==> src/rtl/core_reg_file_mp.sv <==
// core_reg_file_mp: multi-port register file with write forwarding and a hardware clear sequencer
module core_reg_file_mp #(
  parameter int WIDTH = 32,
  parameter int DEPTH = 30,
  parameter int RD_PORTS = 2,
  localparam int IDX_W = $clog2(DEPTH)
) (
  input  logic                      clk,
  input  logic                      rst_n,
  input  logic                      clear,
  output logic                      ready,
  input  logic [RD_PORTS*IDX_W-1:0] rd_index,
  output logic [RD_PORTS*WIDTH-1:0] rd_value,
  input  logic                      wr_a_enable,
  input  logic [IDX_W-1:0]          wr_a_index,
  input  logic [WIDTH-1:0]          wr_a_value,
  input  logic                      wr_b_enable,
  input  logic [IDX_W-1:0]          wr_b_index,
  input  logic [WIDTH-1:0]          wr_b_value
);
  localparam logic [IDX_W-1:0] LAST = IDX_W'(DEPTH - 1);
  typedef enum logic {CLEAR, RUN} state_t;
  state_t state;
  logic [IDX_W-1:0] cnt;
  logic [WIDTH-1:0] file [DEPTH];
  logic [RD_PORTS*WIDTH-1:0] rd_d;
  logic wa_ok, wb_ok;
  assign wa_ok = wr_a_enable && wr_a_index <= LAST;
  assign wb_ok = wr_b_enable && wr_b_index <= LAST;
  // clear sequencer: walk cnt over every entry, then hand over to RUN
  always_ff @(posedge clk or negedge rst_n) begin
    if (!rst_n) begin
      state <= CLEAR;
      cnt <= '0;
      ready <= 1'b0;
    end else if (clear) begin
      state <= CLEAR;
      cnt <= '0;
      ready <= 1'b0;
    end else if (state == CLEAR) begin
      state <= cnt == LAST ? RUN : CLEAR;
      cnt <= cnt == LAST ? '0 : cnt + 1'b1;
      ready <= cnt == LAST;
    end
  end
  // array: zeroed by the sequencer in CLEAR, load port wins a same-index collision in RUN
  always_ff @(posedge clk) begin
    if (state == CLEAR) file[cnt] <= '0;
    else begin
      if (wa_ok) file[wr_a_index] <= wr_a_value;
      if (wb_ok) file[wr_b_index] <= wr_b_value;
    end
  end
  for (genvar p = 0; p < RD_PORTS; p++) begin : g_rd
    logic [IDX_W-1:0] idx;
    assign idx = rd_index[p*IDX_W +: IDX_W];
    assign rd_d[p*WIDTH +: WIDTH] = (state != RUN || idx > LAST) ? '0 :
                                    (wb_ok && wr_b_index == idx) ? wr_b_value :
                                    (wa_ok && wr_a_index == idx) ? wr_a_value : file[idx];
  end
  // registered read ports
  always_ff @(posedge clk or negedge rst_n) begin
    if (!rst_n) rd_value <= '0;
    else rd_value <= rd_d;
  end
endmodule

==> config.mk <==
export PLATFORM = sky130hd
export DESIGN_NAME = core_reg_file_mp
export DESIGN_NICKNAME = d
export VERILOG_FILES = /design/src/rtl/core_reg_file_mp.sv
export SDC_FILE = /design/constraint.sdc
export NUM_CORES = 2
export LEC_CHECK = 0
export ABC_AREA = 1
export CAP_MARGIN = 15
export CORE_ASPECT_RATIO = 1.1
export CORE_MARGIN = 2
export CORE_UTILIZATION = 48
export CTS_BUF_LIST = sky130_fd_sc_hd__clkbuf_16
export CTS_CLUSTER_SIZE = 10
export DETAILED_ROUTE_END_ITERATION = 16
export GPL_ROUTABILITY_DRIVEN = 1
export HOLD_SLACK_MARGIN = 0.03
export PLACE_DENSITY_LB_ADDON = 0.12
export SYNTH_ARGS = -nofsm -noshare
export SYNTH_HDL_FRONTEND = slang
export SYNTH_SLANG_ARGS = --single-unit
==> constraint.sdc <==
create_clock -name clk -period 8.2 [get_ports clk]
set_clock_uncertainty 0.1 [all_clocks]
set_input_delay 1.64 -clock clk [delete_from_list [all_inputs] [get_ports clk]]
set_output_delay 1.64 -clock clk [all_outputs]
set_load 0.05 [all_outputs]
==> impl_metrics.toml <==
[outcome]
outcome = "completed"

[timing]
setup_viol = 0
slew_headroom_pct = 11.8
drv_slew = 0
fmax_mhz = 192
min_period_ps = 5210
hold_violations = 0
tns_ps = 0
min_period_over_period_pct = 63.6
worst_slew_pin_slew_ps = 1320
rsz0062_at_grt = "no"

[layout]
drive_gt1_share_pct = 5.23
final_cell_mix = "nand2_1 (3177), nand3_1 (1299), o21ai_0 (1054)"
multi_input_area_mm2 = 0.0278
fillers = 12300
final_util_pct = 51.7
layoutNonFillerInstCount = 9668
finish.instance_area_mm2 = 0.0675
final_common_cell = "nand2_1"
syn_to_final_growth_pct = 6.95
fin_nets = 7999
regArea_mm2 = 0.0306

[worst_setup_path]
cp.buffers_inverters = 3
end_kind = "flop"
path_cells = "clkdlybuf4s50_1 > inv_2 > nor3_4 > a21boi_2 > nand2_2 > nor2_1 > nand3_4 > nand2_2 > buf_4"
cp_num_cells = 9
r2r_slack_ps = 4120
cp-start-kind = "input pin"
arrival_ps = 5530
r2r.worst_path.cells = 7
worst-setup-path-type = "in -> reg"
slowest_stage = "nand3_4"
required_ps = 8520
reg2reg_from = "state$_DFF_PN0_"
crit-reg2reg-capture = "file[10][28]$_DFFE_PP_"
cp_max_fo = 65
cpLargestDelayFamily = "simple AND/OR/NAND/NOR gates"
critPathMostFrequentCell = "nand2_2"
worst_path_largest_cell_delay_ps = 760

[clocking]
cts_buffers = 118
cts_resized = 0
cts_sinks = 1031
cts_tree = "yes"
clockBufferDepth = 3
post_cts_buffers = 0
cts-root-buf = "clkbuf_16"
ctsHtreeMaxLevel = 3
ctsHoldBuffers = 0
insertion_delay_ps = 780
clk_pin_slew_ps = 60

[drt]
drt_iter0_markers = 10300
first_pass_iters = 9
remaining_drc_errors = 0
wl_per_cell_um = 29.6
routed_wirelength_um = 286000
viasPerCell = 6.37
postRouteAntennaNets = 0
num_vias = 61600

[placed_design]
portBuffers = 153
dp_hpwl_um = 172000
place_area_mm2 = 0.0640
routabilityCongestion = 1.01
place_inst = 9476

[yosys]
synth_cell_types = 38
avgSynthCellArea_um2 = 7.56
ys_seq_area_share_pct = 48.5
synth-edff-count = 960
syn-cell-area_mm2 = 0.0631
syn_nets = 8438
yosysWarningCount = 0
netlist_instances = 8347
ys.flop_type = "edfxtp_1"
synth.ff_latch_count = 1031
ys_async_sr_fraction_pct = 6.89

[run]
cap_violations = 0

[worst_hold_path]
hold_path_class = "reg -> reg"
hold_depth = 1
whs_endpoint = "ready$_DFFE_PN0P_"
worstHoldStart = "ready$_DFFE_PN0P_"

[power]
vdd.ir_drop.worst_mv = 0.166
cellLeakagePower_nw = 25.8
total_power_w = 0.0122
p_per_area_mw_per_mm2 = 180

[floorplanning]
die_w_um = 350
core_area_mm2 = 0.130
fp-row-count = 139
die_area_mm2 = 0.134
start_util_pct = 48.4
die_h_um = 384
pin_count = 154

[grt]
grt_max_degree = 169
grt_first_pass_wirelength_um = 402000
overflow = 0
grt_pass1_vias = 55600
grt_antenna_before_repair = 21
grt_usage_pct = 41.7
-- worst max-delay path by stage --
| stage | from | endpoint | slack (ps) |
|---|---|---|---|
| final | wr_b_index[4] | file[27][31]$_DFFE_PP_ | 2990 |
| after global routing | wr_b_index[4] | file[25][29]$_DFFE_PP_ | 2950 |
| after CTS | wr_b_index[4] | file[25][17]$_DFFE_PP_ | 3130 |
| after detailed placement | wr_b_index[4] | file[25][14]$_DFFE_PP_ | 2340 |
| after floorplan | wr_a_index[2] | file[26][0]$_DFFE_PP_ | 4260 |
| after global placement | wr_b_index[4] | file[25][7]$_DFFE_PP_ | 2340 |
-- synthesized netlist by cell type, types with 2 or more instances --
cell type	instances	share of area, %
o21ai_0	1054	8.4
o21ai_2	5	0.069
a31oi_1	2	0.020
clkbuf_1	327	1.9
nor3_1	6	0.048
inv_4	2	0.020
nand3_1	1304	10
buf_1	50	0.30
nor2_2	7	0.069
buf_6	79	1.4
edfxtp_1	960	46
nand2_2	23	0.23
nand4_1	4	0.040
nor2_1	139	0.83
or2_2	3	0.030
buf_2	344	2.7
a21oi_1	285	2.3
o21ai_1	163	1.3
buf_4	34	0.40
xnor2_1	3	0.042
nand2_1	3213	19
nor2_4	3	0.054
ha_1	2	0.040
buf_8	2	0.048
inv_1	220	1.3
clkinv_1	5	0.030
xor2_1	15	0.21
inv_2	6	0.036
o211ai_1	8	0.095
dfrtp_1	71	2.8
-- flip-flops by register name, indices dropped and copies added, names as in the netlist --
signal    count
file        960
rd_value     64
cnt           5
ready         1
state         1
-- cell type report --
class / instances / share of cell area [%]
flip-flops and latches: 1031 / 45.4
clock inverters: 63 / 0.508
inverters: 233 / 1.36
repair buffers: 278 / 3.99
multi-input cells: 6246 / 41.2
clock buffers: 119 / 4.41
diodes: 6 / 0.0223
well taps: 1692 / 3.14
-- cell families (layout without fill, tap and decap cells) --
family / Yosys count / in the layout / share of synthesized area, %
adders and majority gates: 2 / 2 / 0.0397
xor gates and xnor gates: 18 / 18 / 0.250
other: 0 / 6 / 0
and+or+nand+nor: 4704 / 4704 / 30.8
DFF: 1031 / 1031 / 48.5
AOI/OAI and AO/OA: 1522 / 1522 / 12.2
buffers and inverters: 1070 / 693 / 8.24
-- stage by stage --
| step | hold slack, ps | setup WS, ps |
|---|---|---|
| global route | 398 | 2950 |
| finish | 382 | 2990 |
| CTS | 386 | 3130 |
| global placement | 365 | 2340 |
| floorplan | 420 | 4260 |
| detailed placement | 373 | 2340 |
-- layer usage --
metal / global-route usage, % / routed length, µm / share of wire [%] / vias to the layer above
met5: 0.179 / 71 / 0.025 / -
met2: 62.4 / 123000 / 43 / 4945
met4: 28.1 / 22200 / 7.8 / 10
met3: 11.7 / 40600 / 14 / 1007
li1: - / - / - / 27100
met1: 52.4 / 99800 / 35 / 28500
-- worst reg2reg max path, cell delays in order, from the launching register on --
cell and delay (ps):
dfrtp_1 610, inv_2 370, or2_4 720, o211ai_1 310, nor2_2 400, nand2_1 140
nand2_2 840, buf_4 320
-- power breakdown --
part           switching (W)  internal (W)
clock network        0.00226       0.00260
registers          0.0000308       0.00574
logic                0.00119      0.000332
(Power assumes the default switching activity.)
